`config.mk`:
```
export PLATFORM = sky130hd
export DESIGN_NAME = frame_buffer_manager_flat
export DESIGN_NICKNAME = d
export VERILOG_FILES = /design/src/rtl/frame_buffer_manager_if.sv /design/src/rtl/frame_buffer_manager.sv /design/src/flat_wrapper.sv
export SDC_FILE = /design/constraint.sdc
export NUM_CORES = 1
export LEC_CHECK = 0
export ABC_CLOCK_PERIOD_IN_PS = 4000
export CORE_MARGIN = 1
export CORE_UTILIZATION = 56
export CTS_CLUSTER_DIAMETER = 120
export DETAILED_ROUTE_END_ITERATION = 6
export GPL_TIMING_DRIVEN = 0
export HOLD_SLACK_MARGIN = 0.02
export PLACE_DENSITY = 0.81
export SLEW_MARGIN = 15
export SYNTH_ARGS = -nofsm -noshare
export SYNTH_HDL_FRONTEND = slang
export SYNTH_SLANG_ARGS = --single-unit
```
`constraint.sdc`:
```
create_clock -name clk -period 4 [get_ports clk]
set_clock_uncertainty 0.15 [all_clocks]
set_input_delay 0.8 -clock clk [delete_from_list [all_inputs] [get_ports clk]]
set_output_delay 0.8 -clock clk [all_outputs]
set_load 0.01 [all_outputs]
```
`src/rtl/frame_buffer_manager_if.sv`:
```
// Bus bundle for frame_buffer_manager: HPS Avalon-MM register port
// plus the camera writer and LCD reader buffer handshakes.
interface frame_buffer_manager_if #(
    parameter int ADDR_W = 32
);
    logic [2:0]        avs_address;
    logic              avs_read;
    logic [31:0]       avs_readdata;
    logic              avs_write;
    logic [31:0]       avs_writedata;
    logic              cam_frame_start;
    logic              cam_frame_done;
    logic              cam_buf_valid;
    logic [ADDR_W-1:0] cam_buf_addr;
    logic              lcd_frame_start;
    logic              lcd_buf_valid;
    logic [ADDR_W-1:0] lcd_buf_addr;
    logic              irq;

    modport slave (
        input  avs_address, avs_read, avs_write, avs_writedata,
        input  cam_frame_start, cam_frame_done, lcd_frame_start,
        output avs_readdata, cam_buf_valid, cam_buf_addr,
        output lcd_buf_valid, lcd_buf_addr, irq
    );

    modport master (
        output avs_address, avs_read, avs_write, avs_writedata,
        output cam_frame_start, cam_frame_done, lcd_frame_start,
        input  avs_readdata, cam_buf_valid, cam_buf_addr,
        input  lcd_buf_valid, lcd_buf_addr, irq
    );
endinterface

```
`src/rtl/frame_buffer_manager.sv`:
```
// Triple-buffer scheduler between the camera writer and LCD reader.
// Writer never targets the displayed or newest buffer; reader gets newest.
module frame_buffer_manager #(
    parameter int ADDR_W = 32,
    parameter int CNT_W  = 16
) (
    input logic                   clk,
    input logic                   reset,
    frame_buffer_manager_if.slave bus
);
    logic              ctrl_en, irq_en;
    logic [ADDR_W-1:0] base [3];
    logic [1:0]        w_idx, latest_idx, r_idx;
    logic              w_busy, latest_valid, latest_shown, r_valid;
    logic              cam_valid, irq;
    logic [CNT_W-1:0]  cnt_wr, cnt_dr, cnt_rp;
    logic [31:0]       readdata;

    logic [1:0] w_idx_n, latest_idx_n, r_idx_n;
    logic       w_busy_n, latest_valid_n, latest_shown_n, r_valid_n;
    logic       cam_valid_n;
    logic       en_next, act, done;
    logic       inc_wr, inc_dr, inc_rp, set_irq;
    logic       wr_ctrl, clr_irq, clr_cnt;
    logic [31:0] rd_mux;

    function automatic logic [ADDR_W-1:0] sel_base(input logic [1:0] idx);
        return (idx == 2'd2) ? base[2] :
               (idx == 2'd1) ? base[1] : base[0];
    endfunction

    // Lowest buffer not held by the reader and not holding the newest frame
    function automatic logic [1:0] pick(input logic rv, input logic [1:0] ri,
                                        input logic lv, input logic [1:0] li);
        logic [1:0] r;
        r = 2'd0;
        for (int i = 2; i >= 0; i--) begin
            if (!(rv && ri == 2'(i)) && !(lv && li == 2'(i)))
                r = 2'(i);
        end
        return r;
    endfunction

    assign wr_ctrl = bus.avs_write && bus.avs_address == 3'd0;
    assign clr_irq = bus.avs_write && bus.avs_address == 3'd4
                     && bus.avs_writedata[9];
    assign clr_cnt = bus.avs_write && bus.avs_address >= 3'd5;
    assign en_next = wr_ctrl ? bus.avs_writedata[0] : ctrl_en;
    assign act     = ctrl_en && en_next;

    // Resolve same-cycle events in order: writer done, reader, writer start
    always_comb begin
        w_idx_n        = w_idx;
        w_busy_n       = w_busy;
        latest_idx_n   = latest_idx;
        latest_valid_n = latest_valid;
        latest_shown_n = latest_shown;
        r_idx_n        = r_idx;
        r_valid_n      = r_valid;
        cam_valid_n    = cam_valid;
        inc_wr         = 1'b0;
        inc_dr         = 1'b0;
        inc_rp         = 1'b0;
        set_irq        = 1'b0;
        done           = act && bus.cam_frame_done && w_busy;
        if (done) begin
            inc_dr         = latest_valid && !latest_shown;
            latest_idx_n   = w_idx;
            latest_valid_n = 1'b1;
            latest_shown_n = 1'b0;
            w_busy_n       = 1'b0;
            inc_wr         = 1'b1;
            set_irq        = irq_en;
        end
        if (act && bus.lcd_frame_start) begin
            if (latest_valid_n && (!r_valid || latest_idx_n != r_idx)) begin
                r_idx_n        = latest_idx_n;
                r_valid_n      = 1'b1;
                latest_shown_n = 1'b1;
            end else begin
                inc_rp = r_valid;
            end
        end
        if (act && bus.cam_frame_start) begin
            if (w_busy && !done)
                inc_dr = 1'b1;
            w_idx_n     = pick(r_valid_n, r_idx_n, latest_valid_n, latest_idx_n);
            w_busy_n    = 1'b1;
            cam_valid_n = 1'b1;
        end
        if (!en_next) begin
            w_idx_n        = 2'd0;
            w_busy_n       = 1'b0;
            latest_idx_n   = 2'd0;
            latest_valid_n = 1'b0;
            latest_shown_n = 1'b0;
            r_idx_n        = 2'd0;
            r_valid_n      = 1'b0;
            cam_valid_n    = 1'b0;
        end
    end

    // Register read mux, sampled from pre-edge state
    always_comb begin
        rd_mux = 32'd0;
        case (bus.avs_address)
            3'd0: rd_mux = {30'd0, irq_en, ctrl_en};
            3'd1: rd_mux = 32'(base[0]);
            3'd2: rd_mux = 32'(base[1]);
            3'd3: rd_mux = 32'(base[2]);
            3'd4: rd_mux = {22'd0, irq, r_valid, latest_valid, w_busy,
                            latest_idx, r_idx, w_idx};
            3'd5: rd_mux = 32'(cnt_wr);
            3'd6: rd_mux = 32'(cnt_dr);
            default: rd_mux = 32'(cnt_rp);
        endcase
    end

    // Control/status registers, counters and scheduler state
    always_ff @(posedge clk) begin
        if (reset) begin
            ctrl_en      <= 1'b0;
            irq_en       <= 1'b0;
            base[0]      <= '0;
            base[1]      <= '0;
            base[2]      <= '0;
            w_idx        <= 2'd0;
            w_busy       <= 1'b0;
            latest_idx   <= 2'd0;
            latest_valid <= 1'b0;
            latest_shown <= 1'b0;
            r_idx        <= 2'd0;
            r_valid      <= 1'b0;
            cam_valid    <= 1'b0;
            irq          <= 1'b0;
            cnt_wr       <= '0;
            cnt_dr       <= '0;
            cnt_rp       <= '0;
            readdata     <= 32'd0;
        end else begin
            if (wr_ctrl) begin
                ctrl_en <= bus.avs_writedata[0];
                irq_en  <= bus.avs_writedata[1];
            end
            if (bus.avs_write && bus.avs_address == 3'd1)
                base[0] <= ADDR_W'(bus.avs_writedata);
            if (bus.avs_write && bus.avs_address == 3'd2)
                base[1] <= ADDR_W'(bus.avs_writedata);
            if (bus.avs_write && bus.avs_address == 3'd3)
                base[2] <= ADDR_W'(bus.avs_writedata);
            w_idx        <= w_idx_n;
            w_busy       <= w_busy_n;
            latest_idx   <= latest_idx_n;
            latest_valid <= latest_valid_n;
            latest_shown <= latest_shown_n;
            r_idx        <= r_idx_n;
            r_valid      <= r_valid_n;
            cam_valid    <= cam_valid_n;
            if (set_irq)
                irq <= 1'b1;
            else if (clr_irq)
                irq <= 1'b0;
            if (clr_cnt) begin
                cnt_wr <= '0;
                cnt_dr <= '0;
                cnt_rp <= '0;
            end else begin
                if (inc_wr && !(&cnt_wr)) cnt_wr <= cnt_wr + 1'b1;
                if (inc_dr && !(&cnt_dr)) cnt_dr <= cnt_dr + 1'b1;
                if (inc_rp && !(&cnt_rp)) cnt_rp <= cnt_rp + 1'b1;
            end
            if (bus.avs_read)
                readdata <= rd_mux;
        end
    end

    assign bus.avs_readdata  = readdata;
    assign bus.cam_buf_valid = cam_valid;
    assign bus.cam_buf_addr  = cam_valid ? sel_base(w_idx) : '0;
    assign bus.lcd_buf_valid = r_valid;
    assign bus.lcd_buf_addr  = r_valid ? sel_base(r_idx) : '0;
    assign bus.irq           = irq;
endmodule

```
`src/flat_wrapper.sv`:
```
// flat-port wrapper written by rule: the top's interface ports become plain ports
module frame_buffer_manager_flat 
#(
    parameter int ADDR_W = 32,
    parameter int CNT_W  = 16
)
  (clk, reset, bus_avs_address, bus_avs_read, bus_avs_write, bus_avs_writedata, bus_cam_frame_start, bus_cam_frame_done, bus_lcd_frame_start, bus_avs_readdata, bus_cam_buf_valid, bus_cam_buf_addr, bus_lcd_buf_valid, bus_lcd_buf_addr, bus_irq);
  frame_buffer_manager_if #(.ADDR_W(ADDR_W)) bus_i ();
  input logic clk;
  input logic reset;
  input wire logic [$bits(bus_i.avs_address)-1:0] bus_avs_address;
  input wire logic [$bits(bus_i.avs_read)-1:0] bus_avs_read;
  input wire logic [$bits(bus_i.avs_write)-1:0] bus_avs_write;
  input wire logic [$bits(bus_i.avs_writedata)-1:0] bus_avs_writedata;
  input wire logic [$bits(bus_i.cam_frame_start)-1:0] bus_cam_frame_start;
  input wire logic [$bits(bus_i.cam_frame_done)-1:0] bus_cam_frame_done;
  input wire logic [$bits(bus_i.lcd_frame_start)-1:0] bus_lcd_frame_start;
  output wire logic [$bits(bus_i.avs_readdata)-1:0] bus_avs_readdata;
  output wire logic [$bits(bus_i.cam_buf_valid)-1:0] bus_cam_buf_valid;
  output wire logic [$bits(bus_i.cam_buf_addr)-1:0] bus_cam_buf_addr;
  output wire logic [$bits(bus_i.lcd_buf_valid)-1:0] bus_lcd_buf_valid;
  output wire logic [$bits(bus_i.lcd_buf_addr)-1:0] bus_lcd_buf_addr;
  output wire logic [$bits(bus_i.irq)-1:0] bus_irq;
  assign bus_i.avs_address = bus_avs_address;
  assign bus_i.avs_read = bus_avs_read;
  assign bus_i.avs_write = bus_avs_write;
  assign bus_i.avs_writedata = bus_avs_writedata;
  assign bus_i.cam_frame_start = bus_cam_frame_start;
  assign bus_i.cam_frame_done = bus_cam_frame_done;
  assign bus_i.lcd_frame_start = bus_lcd_frame_start;
  assign bus_avs_readdata = bus_i.avs_readdata;
  assign bus_cam_buf_valid = bus_i.cam_buf_valid;
  assign bus_cam_buf_addr = bus_i.cam_buf_addr;
  assign bus_lcd_buf_valid = bus_i.lcd_buf_valid;
  assign bus_lcd_buf_addr = bus_i.lcd_buf_addr;
  assign bus_irq = bus_i.irq;
  frame_buffer_manager #(.ADDR_W(ADDR_W), .CNT_W(CNT_W)) u_core (.clk(clk), .reset(reset), .bus(bus_i));
endmodule
```
Word level (Yosys, flattened, before mapping)
Memories as Yosys holds them, arrays and structs flattened.
Index checks and enable logic that the tools add are counted.

storage, ports and cells
  RAM bits = 96
  memories = 1
  output and inout bits = 99
  input bits = 42
  flip-flop bits (word level) = 94

memories
  memory       depth  width  rd ports  clocked after memory_dff  write ports  line                        source
  u_core.base  3      32     3         0                         3            frame_buffer_manager.sv:12  logic [ADDR_W-1:0] base [3];

cells by class
  add/subtract/negate cells = 3
  reduce and logical (&&, ||, !) cells = 50
  mux-type cells = 45
  equal/unequal tests = 15
  bitwise operators = 4
  $lt $le $gt $ge = 1

operators by type and width
  operator                 number
  $mux W32                 9
  $pmux W32 S7             1
  $add A16 B1 Y16 const B  3
  $reduce_and A16 Y1       3
  $mux W1                  29
  $logic_and A1 B1 Y1      27
  $logic_not A1 Y1         12
  $mux W2                  6
  $eq A3 B3 Y1 const B     3
  $eq A2 B1 Y1 const B     4
  $eq A2 B2 Y1 const B     4
  $eq A3 B2 Y1 const B     2
  $logic_not A2 Y1         2
  $reduce_bool A2 Y1       2
  $reduce_or A2 Y1         2
  $eq A3 B1 Y1 const B     1
  $ge A3 B3 Y1 const B     1
  $logic_not A3 Y1         1
  $or A1 B1 Y1             3
  $ne A2 B2 Y1             1
  $logic_or A1 B1 Y1       1
  $not A1 Y1               1

Logic depth before layout (Yosys ltp)
Gate-level depths: netlist of run 1.

  word-level depth = 19
  mapped depth = 10
  mapped depth without buffers = 7

Least setup slack after synthesis of run 1
Ideal clock, no wire load.

  kind = input port to flip-flop
  start = input port bus_avs_address[1]
  end = memory u_core.base[1][0] (netlist: u_core.base[0][32]), enable pin
  arrival time = 3.042 ns
  path buffers = 3
  slack = 0.380 ns
  setup time = 0.428 ns
  required time = 3.422 ns
  cell stages on the path = 5
  cells stage by stage = buf_6 clkbuf_1 clkbuf_1 nand2_1 o21bai_1

RTL lines
  element      line                        source
  from (decl)  flat_wrapper.sv:11          input wire logic [$bits(bus_i.avs_address)-1:0] bus_avs_address;
  to (decl)    frame_buffer_manager.sv:12

Worst setup path after layout of run 1
  start = register u_core.r_idx[1]
  end = output port bus_lcd_buf_addr[7]

on the way
  word-level cells in the longest chain between the ends = 4
  elaborated cells on any way between the ends = 5

RTL lines
  element                 line                         source
  from (decl)             frame_buffer_manager.sv:13   logic [1:0] w_idx, latest_idx, r_idx;
  from (signal assigned)  frame_buffer_manager.sv:156  r_idx <= r_idx_n;
  $eq A2 B1 Y1            frame_buffer_manager.sv:29   (idx == 2'd1) ? base[1] : base[0];
  $mux W32                frame_buffer_manager.sv:29
  $mux W32 (*)            frame_buffer_manager.sv:28   return (idx == 2'd2) ? base[2] :
  $mux W32 (*)            frame_buffer_manager.sv:181  assign bus.lcd_buf_addr = r_valid ? sel_base(r_idx) : '0;
  to (decl)               flat_wrapper.sv:22           output wire logic [$bits(bus_i.lcd_buf_addr)-1:0] bus_lcd_buf_addr;

Every way passes the cells marked *; elsewhere a longest branch is shown, timed or not.

==> results, run 1 <==
- The number of I/O pins is 141.
- The floorplan has 49 rows.
- The number of buffers inserted by hold repair at cts is 0.
- The number of enable-type register cells in the synthesized netlist is 96.
- The combinational share of power is 9.6%.
- The worst slew slack as a fraction of its limit is about 32%.
- The cell type contributing the most total cell area after synthesis is sky130_fd_sc_hd__edfxtp_1.
- After synthesis, flip-flops and latches occupy between 40% and 50% of the total area.
- The worst-case clock buffer depth is 2.
- The synthesized netlist contains 66 unique library cells.
- The final reports fail on DRC.
- Summing all flip-flop and latch instances after layout gives around 4800 sq um.
- The HPWL after detailed placement is roughly 25000 um.
- The number of max-capacitance violations reported is 0.
- The number of detailed-route iterations in the first pass is 7.
- The worst hold path belongs to the class register to register.
- The total via count after detailed routing is approximately 9600.
- The startpoint identified for the worst hold timing path is u_core.bus.avs_readdata[10].
- The achievable frequency is about 0.25 GHz.
- The most used flip-flop cell after synthesis is sky130_fd_sc_hd__edfxtp_1.
- The total overflow reported by the global router is 0.
- The horizontal die dimension is 138 um.
- The first global-routing pass estimated 51800 um of wire.
- Entering global routing, the biggest net connects 33 pins.
- The most common cell after layout, fill and taps aside is sky130_fd_sc_hd__clkdlybuf4s50_1.
- After floorplanning, the core was sized to cover between 15000 and 20000 sq um.
- The startpoint class of the critical path is a register.
- The number of nets handed over by synthesis was 1097.
- The number of warnings issued by yosys is 0.
- The top cell types in the final layout, fill and taps aside, are 137 x sky130_fd_sc_hd__clkdlybuf4s50_1, 123 x sky130_fd_sc_hd__nand2_1, 96 x sky130_fd_sc_hd__edfxtp_1.
- Wires add up to between 30000 and 40000 um.
- Tracing the worst setup path back leads to its startpoint at u_core.r_idx[1].
- The initial cell density of the core is between 50% and 60%.
- Cell internal power was estimated by the tool at about 3.2 mW.
- The worst IR drop on VDD is 0.296 mV.
- The least setup slack across all paths after layout is between 0.03 and 0.04 ns.
- The routability-driven placement congestion ratio is 1.00.
- The final design instance area without fill is 12700 sq um.
- The total DRC errors in the routed layout is 21.
- Setup repair after global routing left no endpoint under its margin.
- The CTS tree is yes.
- Dividing the final minimum period by the clock period gives a little under 100%.
- The number of synthesized register bits is between 150 and 200.
- For this design, the slowest cell found on the critical path is sky130_fd_sc_hd__dfxtp_1.
- The via count of the first global-routing pass is 9234.
- The count of port buffers added during placement is between 100 and 150.
- The part of the power in the clock network is between 30% and 40%.
- The worst register-to-register path begins at u_core.w_idx[1].
- The initial antenna violation count is 0.
- The portion of synthesized cell area occupied by the leading cell type is between 20% and 30%.
- In this run, flip-flops and latches consume between 50% and 60% of the power.
- The multi-input combinational cell area is 5340 sq um.
- The clock latency on the worst-skew pair is ~0.44 ns.
- For this design the static power due to leakage is 4.70 nW.
- The die covers about 19000 sq um.
- The tree is rooted in a sky130_fd_sc_hd__clkbuf_16.
- The worst register-to-register path has a depth of 7.
- The analysis attributes to net switching a power of 1.08 mW.
- Before CTS, the worst setup slack after placement is -0.115 ns.
- The hold violation count in the final report is 0.
- The number of pins with negative max-slew slack in the final report was 0.
- The number of sinks on the clock net is 190.
- The share of synthesized registers carrying an async set or reset is 0%.
- The number of stages on the worst hold path is 2.
- The routed length per instance is 23.4 um.
- STA puts the critical path data arrival time at between 3 and 4 ns.
- For this block, the initial DRC count from the detailed router was about 1200.
- The non-filler instance count after layout is between 1000 and 1500.
- The filler cells instantiated in the layout total around 1400.
- The number of instances in the synthesized netlist is about 1100.
- After layout, the minimum clock period comes to slightly below 4 ns.
- The clock tree synthesis step divided the H-tree into 4 levels.
- The number of setup violations in the final report is 0.
- The total inserted antenna cells is 0.
- By area the synthesized netlist is led by sky130_fd_sc_hd__edfxtp_1 28%, sky130_fd_sc_hd__dfxtp_1 18%, sky130_fd_sc_hd__mux2i_1 7.1%, sky130_fd_sc_hd__mux2_2 5.0%, sky130_fd_sc_hd__nand2_1 4.4%.
- The cell area after placement is about 12000 sq um.
- The longest individual stage delay on the worst path is slightly below 0.7 ns.
- The register clock-pin slew on the reported worst setup and hold paths is approximately 0.070 ns.
- The run finished, with violations left.
- The power per cell area is roughly 330 nW/um^2.
- The signal on the critical path passes through buf_2, clkbuf_1, mux2i_1, a211oi_1, clkdlybuf4s50_1.
- Using the TritonRoute via totals, the vias-per-cell ratio works out to 6.65.
- A synthesized cell averages slightly below 10 sq um.
- The tightest hold path in the finished design has a slack of between 0.3 and 0.4 ns.
- In the final layout, the share of cells above drive strength 1 is 9.74%.
- Global routing used between 30% and 40% of the available tracks.
- Along the worst path, the maximum fanout reaches 10.
- The number of setup buffers added after CTS is 0.
- The capturing element type of the critical path is an output pin.
- Net switching is about a quarter of the power.
- The count of antenna-violating nets left after detailed routing is 0.
- In the final design database the tool counted 1254 nets.
- For the worst setup path, the data required time is 3.05 ns.
- Summing every instance area after synthesis gives 10400 sq um.
- From bottom edge to top edge, the die measures between 100 and 150 um.
- Relative to the synthesized area, the layout overhead comes to 22.0%.
- The number of placed cells counting well taps is ~1400.
- Counting the buffers created by CTS gives 17.
- The worst setup path is of the register to output pin kind.
- For the pin with the worst max-slew slack, the measured transition is 1.01 ns.
cells by family (layout without fill, tap and decap cells):
logic type	Yosys count	in the layout	synth area share [%]
adder cells (fa/ha/maj)	3	3	0.360
AO/OA/AOI/OAI	260	260	17.7
multiplexers	127	127	13.6
buffers and inverters	86	256	3.33
AND/OR/NAND/NOR	361	361	17.2
XOR/XNOR	25	25	2.10
flip-flops	190	190	45.7
layout make-up:
class / count / area share, %
Timing Repair Buffer: 139 / 11.1
Tap cell: 229 / 2.25
Sequential cell: 190 / 37.5
Clock buffer: 19 / 3.40
Buffer: 77 / 2.58
Multi-Input combinational cell: 776 / 42.0
Clock inverter: 13 / 0.954
Inverter: 8 / 0.266
critical path: cells and delay by family, from the launching register on:
family | cells | cell delay (ns)
buf+inv | 3 | 1.43
mux | 1 | 0.16
compound gates | 1 | 0.28
flops | 1 | 0.69
power by group through the flow:
stage	clock, mW	sequential, mW	combinational [mW]
CTS	1.61	2.22	0.397
floorplan	0	2.24	0.218
global route	1.69	2.23	0.429
global placement	0	2.26	0.376
finish	1.62	2.23	0.406
detailed placement	0	2.26	0.394
state kept, by name, summed over array words and instances, names as in the netlist, 2 cells and up:
name / count
u_core.base: 96
u_core.bus.avs_readdata: 32
u_core.cnt_dr: 16
u_core.cnt_rp: 16
u_core.cnt_wr: 16
u_core.latest_idx: 2
u_core.r_idx: 2
u_core.w_idx: 2
layer usage:
layer	vias to the layer above	track usage [%]	wire [um]
met5	-	0	0
met3	133	7.45	4150
met1	4555	48.1	13200
met4	0	18.5	1600
li1	4251	-	-
met2	706	54.0	15000
worst paths after layout:
path,end,slack [ns]
max,bus_lcd_buf_addr[7],0.04
min,u_core.bus.avs_readdata[10],0.31
max reg2reg,u_core.cnt_rp[11],1.04
min reg2reg,u_core.bus.avs_readdata[10],0.31
stage by stage:
stage	utilization (%)	power [mW]	setup TNS (ns)
3_3_place_gp	66.8	2.64	-65.20
2_1_floorplan	-	2.46	0
3_5_place_dp	67.1	2.66	-1.90
6_report	70.3	4.25	0
5_1_grt	70.3	4.36	0
4_1_cts	70.3	4.23	0
Yosys cell counts (7+ instances only):
| master | number |
|---|---|
| sky130_fd_sc_hd__nand2_1 | 123 |
| sky130_fd_sc_hd__edfxtp_1 | 96 |
| sky130_fd_sc_hd__dfxtp_1 | 94 |
| sky130_fd_sc_hd__nor2_1 | 77 |
| sky130_fd_sc_hd__mux2i_1 | 74 |
| sky130_fd_sc_hd__clkbuf_1 | 64 |
| sky130_fd_sc_hd__a21oi_1 | 63 |
| sky130_fd_sc_hd__a22oi_1 | 47 |
| sky130_fd_sc_hd__mux2_2 | 46 |
| sky130_fd_sc_hd__o21ai_0 | 38 |
| sky130_fd_sc_hd__and2_1 | 36 |
| sky130_fd_sc_hd__o211a_1 | 34 |
| sky130_fd_sc_hd__nand3_1 | 22 |
| sky130_fd_sc_hd__xor2_1 | 20 |
| sky130_fd_sc_hd__nand4_1 | 17 |
| sky130_fd_sc_hd__nor2b_1 | 16 |
| sky130_fd_sc_hd__and3_1 | 14 |
| sky130_fd_sc_hd__a211oi_1 | 13 |
| sky130_fd_sc_hd__buf_1 | 10 |
| sky130_fd_sc_hd__nor3_1 | 10 |
| sky130_fd_sc_hd__or4_1 | 9 |
| sky130_fd_sc_hd__and4_1 | 8 |
| sky130_fd_sc_hd__o22ai_1 | 8 |
| sky130_fd_sc_hd__o31ai_1 | 8 |
| sky130_fd_sc_hd__mux4_2 | 7 |
| sky130_fd_sc_hd__nand2b_1 | 7 |
timing repair:
action / in CTS / in global routing
hold endpoints to repair: 0 / 0
endpoints found under the setup margin: 54 / 20
resized for setup: 14 / 4
Note: power is estimated with default switching activity, not from simulation.
==> run 2, diff against run 1 <==
PLACE_DENSITY = unset   (was 0.81)
PLACE_DENSITY_LB_ADDON = 0.15   (was unset)
==> run 2 against run 1 <==
- largest power group unchanged
- flip-flop and latch count unchanged
- first-iteration DRC count increased by 5.4%
- critical path depth decreased by 1
- the flow still finishes with violations (DRC)
- hold slack got worse by 0.0042 ns
- register-to-register slack about the same
- global-route usage increased by 0.33 points
- sequential share of layout area decreased by 0.066 points
- utilization increased by 0.12 points
- combinational power decreased by 1%
==> results, run 2 (synthesized netlist as in run 1, its figures left out) <==
- The flow ran to the end, but the final reports show violations.
- The checks that failed: DRC.
- The number of setup buffers added after CTS is 0.
- TritonCTS built the clock tree.
- The first global-routing pass estimated approximately 52000 um of wire.
- The area of the die is around 19000 sq um.
- After layout, the design draws a total of approximately 4.3 mW.
- The initial cell density of the core is approximately 58%.
- The register cell area after layout is between 4000 and 5000 sq um.
- The H-tree generated during clock tree synthesis spans 4 levels.
- The startpoint class of the critical path is a register.
- The number of detailed-route iterations in the first pass is 7.
- The area growth from synthesis to final layout is 22.2%.
- The worst IR drop on VDD is approximately 0.30 mV.
- In this run the vertical extent of the chip is 138 um.
- The worst hold path endpoint is u_core.bus.avs_readdata[7].
- At the end of the flow, the number of nets in the layout was around 1300.
- The total clock buffers created by CTS is 17.
- The signal arrival time at the worst endpoint is 3.04 ns.
- The tree built by TritonCTS fans out to 190 sinks.
- For the pin with the worst max-slew slack, the measured transition is 1.10 ns.
- The total DRC errors in the routed layout is 18.
- The hold violation count in the final report is 0.
- STA classifies the critical path endpoint as an output pin.
- For this design the ratio of total power to cell area is 337 nW/um^2.
- Global routing consumed, over all layers together, between 30% and 40% of the routing resources.
- The flop-to-flop setup slack is between 1 and 1.5 ns.
- The clock reaches the later pin of the worst-skew pair after approximately 0.45 ns.
- The standard-cell row count is 49.
- For the worst setup path, the data required time is between 3 and 4 ns.
- The achievable frequency is about 0.25 GHz.
- Leaving out fill and tap cells, the most frequent cell in the layout is sky130_fd_sc_hd__clkdlybuf4s50_1.
- The critical register-to-register path startpoint is u_core.w_busy.
- The final wirelength is ~34000 um.
- In the layout the commonest cells are 137 x sky130_fd_sc_hd__clkdlybuf4s50_1, 123 x sky130_fd_sc_hd__nand2_1, 96 x sky130_fd_sc_hd__edfxtp_1.
- The number of pins with negative max-slew slack in the final report is 0.
- The via count of the first global-routing pass is 9095.
- The minimum clock period is around 4.0 ns.
- The die is between 100 and 150 um wide.
- The worst register-to-register path ends at u_core.cnt_rp[11].
- During I/O placement, the number of pins put on the boundary was 141.
- The critical path is of the register to output pin type.
- The routed length per instance is around 23 um.
- The via-per-instance ratio is roughly 6.6.
- The initial antenna violation count is 0.
- The maximum fanout along the worst path is 10.
- The multi-input combinational cell area is between 5000 and 6000 sq um.
- For met1 alone, demand over resource in global routing was 48.6%.
- The core outline area is ~18000 sq um.
- For this run, global-route usage on met3 was measured as 7.20%.
- The HPWL after detailed placement is approximately 24000 um.
- The hold path startpoint is u_core.bus.avs_readdata[7].
- After layout, the worst path uses between 90% and 100% of the clock period.
- The number of antenna diodes in the final layout is 0.
- Setup repair after global routing left no endpoint under its margin.
- For this design, the CTS-stage hold fixing added 0 buffers.
- Once detail routing completed, the nets flagged for antenna violations numbered 0.
- The clock passes through at most 2 buffers.
- The routed layout has a little under 10000 vias.
- For this design the static power due to leakage is about 4.7 nW.
- The register clock-pin slew on the reported worst setup and hold paths is 0.08 ns.
- The number of setup violations in the final report is 0.
- The number of max-capacitance violations reported is 0.
- Entering global routing, the biggest net connects 33 pins.
- The register with the most flip-flops in the layout has 96 of them.
- For this run, global-route usage on met2 was measured as approximately 56%.
- The routability-driven placement congestion ratio is 0.998.
- u_core.base holds more flip-flops than any other register.
- The cell sitting at the root of the clock tree is a sky130_fd_sc_hd__clkbuf_16.
- Fill cells in the final layout number between 1000 and 1500.
- The first-iteration detailed-routing DRC count is about 1200.
- The count of port buffers added during placement is between 100 and 150.
- The total overflow reported by the global router is 0.
- The post-route netlist has about a tenth of its cells at a drive strength greater than 1.
- The final design instance area without fill is approximately 13000 sq um.
- The number of stages on the worst hold path is 2.
- After detailed placement, the total cell area comes to between 10000 and 15000 sq um.
- For the worst flop-to-flop path, the logic depth is 7.
- The most crowded layer after global routing is met2.
- The min-delay analysis places its worst path in the category register to register.
- The worst slew slack as a fraction of its limit is between 20% and 30%.
[run 2: cell count changes in the layout (fill, tap and decap cells not counted), sizes merged]
cell	delta
inv	+9
clkinv	-4
clkbuf	-3
clkinvlp	-2
bufinv	-1
[run 2: worst max-delay path by stage]
stage	from	endpoint	slack [ns]	cells after the start
global route	u_core.w_idx[1]	bus_cam_buf_addr[20]	0.01	7
finish	u_core.w_idx[0]	bus_cam_buf_addr[15]	0.007	4
global placement	bus_avs_address[0]	u_core.base[0][39]	-1.46	4
detailed placement	bus_avs_address[0]	u_core.cnt_rp[14]	-0.21	9
floorplan	bus_avs_address[1]	u_core.base[0][32]	0.38	5
CTS	u_core.r_idx[1]	bus_lcd_buf_addr[7]	0.04	5
[run 2: power breakdown]
part | switching (mW) | leakage, nW | internal [mW]
Clock | 0.838 | 0.277 | 0.830
Sequential | 0.0823 | 1.69 | 2.14
Combinational | 0.225 | 2.75 | 0.174
Total | 1.15 | 4.72 | 3.14
[run 2: final cells by class]
class	instances	share of cell area, %
clock buffers	17	3.34
plain buffers	76	2.54
inverters	8	0.265
multi-input cells	776	41.9
well taps	229	2.25
repair buffers	139	11.1
clock inverters	15	1.16
flip-flops and latches	190	37.4
[run 2: critical path, cell delays in order (launching register included)]
cell and delay [ns]:
sky130_fd_sc_hd__dfxtp_1 0.53, sky130_fd_sc_hd__clkbuf_1 0.59, sky130_fd_sc_hd__clkbuf_1 0.62, sky130_fd_sc_hd__o211a_1 0.31
sky130_fd_sc_hd__clkdlybuf4s50_1 0.54
[run 2: through the flow]
step	instances	util [%]	hold slack, ns	TNS, ns	setup slack [ns]
5_1_grt	1450	70.4	0.350	0	0.0137
3_5_place_dp	1420	67.1	0.303	-1.69	-0.214
2_1_floorplan	1052	-	0.282	0	0.380
6_report	1450	70.4	0.310	0	0.00692
3_3_place_gp	1418	66.8	0.292	-69.91	-1.46
4_1_cts	1451	70.4	0.314	0	0.0410
[run 2: metal layers]
metal	wire length, um	share of wire [%]
met4	1310	3.9
met5	0	0
met1	13600	40
met2	15300	45
met3	3800	11
[run 2: what timing repair did]
action / CTS / global route
gates cloned: 0 / 0
pin swaps: 0 / 1
setup endpoints to repair: 59 / 7
gates resized for setup: 16 / 1
==> run 3, diff against run 2 <==
SLEW_MARGIN = unset   (was 15)
==> run 3 against run 2 <==
- flip-flop and latch count unchanged
- combinational power down 1%
- die area unchanged
- sequential power about the same
- via count down 0.47%
- utilization down 0.13 points
- register-to-register slack better by 0.02 ns
- power down 0.13%
- critical path depth unchanged
- largest cell class unchanged
- critical endpoint unchanged
- first-iteration DRC count down 2.6%
- the run still ends with DRC left
- fmax up 1.4%
==> results, run 3 (synthesized netlist as in run 1, its figures left out) <==
- After the flow finishes, the layout carries non-filler instances totaling around 1400.
- The clock passes through at most 2 buffers.
- Clock-pin slew was measured on the worst setup and hold paths at ~0.070 ns.
- After the last flow step, the layout net total stands at ~1300.
- The number of I/O pins is 141.
- The final cycle utilization of the critical path is a little over nine tenths.
- The total inserted antenna cells is 0.
- Cells fill a little over two thirds of the core in the end.
- The via count of the first global-routing pass came to around 9000.
- The power per cell area is about 340 nW/um^2.
- For this configuration, the core starts out at a cell density of between 50% and 60%.
- The area growth from synthesis to final layout is 22.0%.
- The worst setup path is captured at an output pin.
- Entering global routing, the biggest net connects 33 pins.
- The hold violation count in the final report is 0.
- The worst hold slack across all endpoints is 0.309 ns.
- For the pin with the worst max-slew slack, the measured transition is roughly 1.1 ns.
- The clock root buffer is sky130_fd_sc_hd__clkbuf_16.
- The part of the power in the clock network is between 30% and 40%.
- The reported net switching power is approximately 1.1 mW.
- Once the clock tree was built, the resizer swapped 13 gates to a different size.
- Detailed routing inserted a total of between 9000 and 10000 vias.
- Timing would allow up to 0.254 GHz.
- TritonCTS built the clock tree.
- After detailed placement, the design holds a cell count of ~1400.
- The relative contribution of sequential cells to total power is roughly half.
- The via-per-instance ratio is around 6.6.
- Setup repair after global routing left no endpoint under its margin.
- The first detailed-routing pass ran for 7 iterations.
- Ranked by flip-flop count, first place goes to u_core.base.
- Combinational logic burns under 10% of the power.
- The total clock buffers created by CTS is 17.
- IR analysis of the VDD net gives a maximum drop of 0.388 mV.
- The number of pins with negative max-slew slack in the final report is 0.
- The die extent in y is roughly 140 um.
- The standard-cell row count is 49.
- The overall power of the completed layout is around 4.3 mW.
- The final wirelength is between 30000 and 40000 um.
- The net switching share of the total power is 26.7%.
- After detailed routing, the average wire length per cell comes to about 23 um.
- The number of setup buffers added after CTS is 0.
- The post-DP HPWL is roughly 24000 um.
- From left edge to right edge, the die measures 138 um.
- After detailed routing, the number of remaining DRC violations is 19.
- The die covers ~19000 sq um.
- The global-route wire length before repair is 52200 um.
- The most common cell after layout, fill and taps aside is sky130_fd_sc_hd__clkdlybuf4s50_1.
- The signal arrival time at the worst endpoint is between 2 and 3 ns.
- The initial antenna violation count is 1.
- The later pin in the worst-skew pair is clocked with a latency of 0.46 ns.
- In this run, the number of DRC markers left after iteration 0 of detailed routing was approximately 1200.
- In the layout the commonest cells are 137 x sky130_fd_sc_hd__clkdlybuf4s50_1, 123 x sky130_fd_sc_hd__nand2_1, 96 x sky130_fd_sc_hd__edfxtp_1.
- The region available for standard cell placement spans 18100 sq um.
- The number of sinks on the clock net is 190.
- The summed negative setup slack over all endpoints is 0 ns.
- The run finished, with violations left.
- The final reports fail on DRC.
- The count of port buffers added during placement is approximately 140.
- The number of max-capacitance violations reported is 0.
- Of all nets on the critical path, the largest fanout is 10.
- The clock period could shrink to between 3 and 4 ns.
- The leakage power figure is ~4.7 nW.
- In this run the number of H-tree levels came out at 4.
- Internal power comes to 3.14 mW.
- The routability-driven placement congestion ratio is approximately 1.
- Setup violations remaining at the end of the flow were counted as 0.
- The count of antenna-violating nets left after detailed routing is 0.
- For the worst setup path, the data required time is about 3.1 ns.
- The number of hold buffers added after CTS was 0.
- Measured against its own limit, the worst slew margin works out to 26.0%.
- For this run, the total global-route usage over all layers was measured as 36.2%.
- The type of the worst setup path is register to output pin.
- The type of the tightest min-delay check is register to register.
- The startpoint class of the critical path is a register.
- Of the cells placed in the final design, the portion with a size suffix greater than 1 is about a tenth.
- The total overflow reported by the global router is 0.
- The flip-flop count of the largest register, all copies and words added is 96.
[run 3: changes by cell type in the layout (fill, tap and decap cells not counted)]
cell,delta
sky130_fd_sc_hd__buf_2,+1
sky130_fd_sc_hd__clkbuf_1,-1
sky130_fd_sc_hd__a21o_2,-1
sky130_fd_sc_hd__buf_16,-1
sky130_fd_sc_hd__inv_8,+1
sky130_fd_sc_hd__a21o_4,+1
sky130_fd_sc_hd__inv_6,-2
sky130_fd_sc_hd__clkinvlp_4,+1
sky130_fd_sc_hd__clkbuf_2,-1
[run 3: power groups by stage]
stage	clock network, mW	registers [mW]	logic (mW)
5_1_grt	1.74	2.23	0.423
3_5_place_dp	0	2.26	0.386
2_1_floorplan	0	2.24	0.218
4_1_cts	1.67	2.22	0.388
6_report	1.67	2.22	0.396
3_3_place_gp	0	2.26	0.376
[run 3: critical path, stage by stage, from the launching register on]
cell and delay (ns):
sky130_fd_sc_hd__dfxtp_1 0.48, sky130_fd_sc_hd__clkbuf_1 0.60, sky130_fd_sc_hd__clkbuf_1 0.60, sky130_fd_sc_hd__o211a_1 0.30
sky130_fd_sc_hd__clkdlybuf4s50_1 0.54
[run 3: area by class of cell]
type	count	area, sq um
Buffer	75	320
Clock buffer	17	425
Clock inverter	15	149
Fill cell	1411	5370
Inverter	8	33.8
Multi-Input combinational cell	776	5350
Sequential cell	190	4760
Tap cell	229	287
Timing Repair Buffer	138	1390
[run 3: routing by layer]
metal | routed length (um) | GRT usage (%) | share of wire, % | vias to the layer above
li1 | - | - | - | 4253
met1 | 13700 | 49.3 | 40 | 4597
met2 | 15300 | 56.0 | 45 | 618
met3 | 3660 | 6.79 | 11 | 92
met4 | 1380 | 17.1 | 4.1 | 0
met5 | 0 | 0 | 0 | -
[run 3: per-stage QoR]
| stage | setup WS, ns | area, sq um |
|---|---|---|
| final | 0.0627 | 12700 |
| after CTS | -0.0149 | 12700 |
| after floorplan | 0.380 | 10400 |
| after global placement | -1.46 | 12100 |
| after global routing | 0.0355 | 12700 |
| after detailed placement | -0.233 | 12100 |
[run 3: final timing paths]
check | from | to | slack (ns) | cells past startpoint
worst max-delay path | u_core.w_idx[0] | bus_cam_buf_addr[15] | 0.06 | 4
worst min-delay path | u_core.bus.avs_readdata[7] | u_core.bus.avs_readdata[7] | 0.31 | 2
worst max register to register | u_core.ctrl_en | u_core.cnt_rp[11] | 1.06 | 7
worst min register to register | u_core.bus.avs_readdata[7] | u_core.bus.avs_readdata[7] | 0.31 | 2
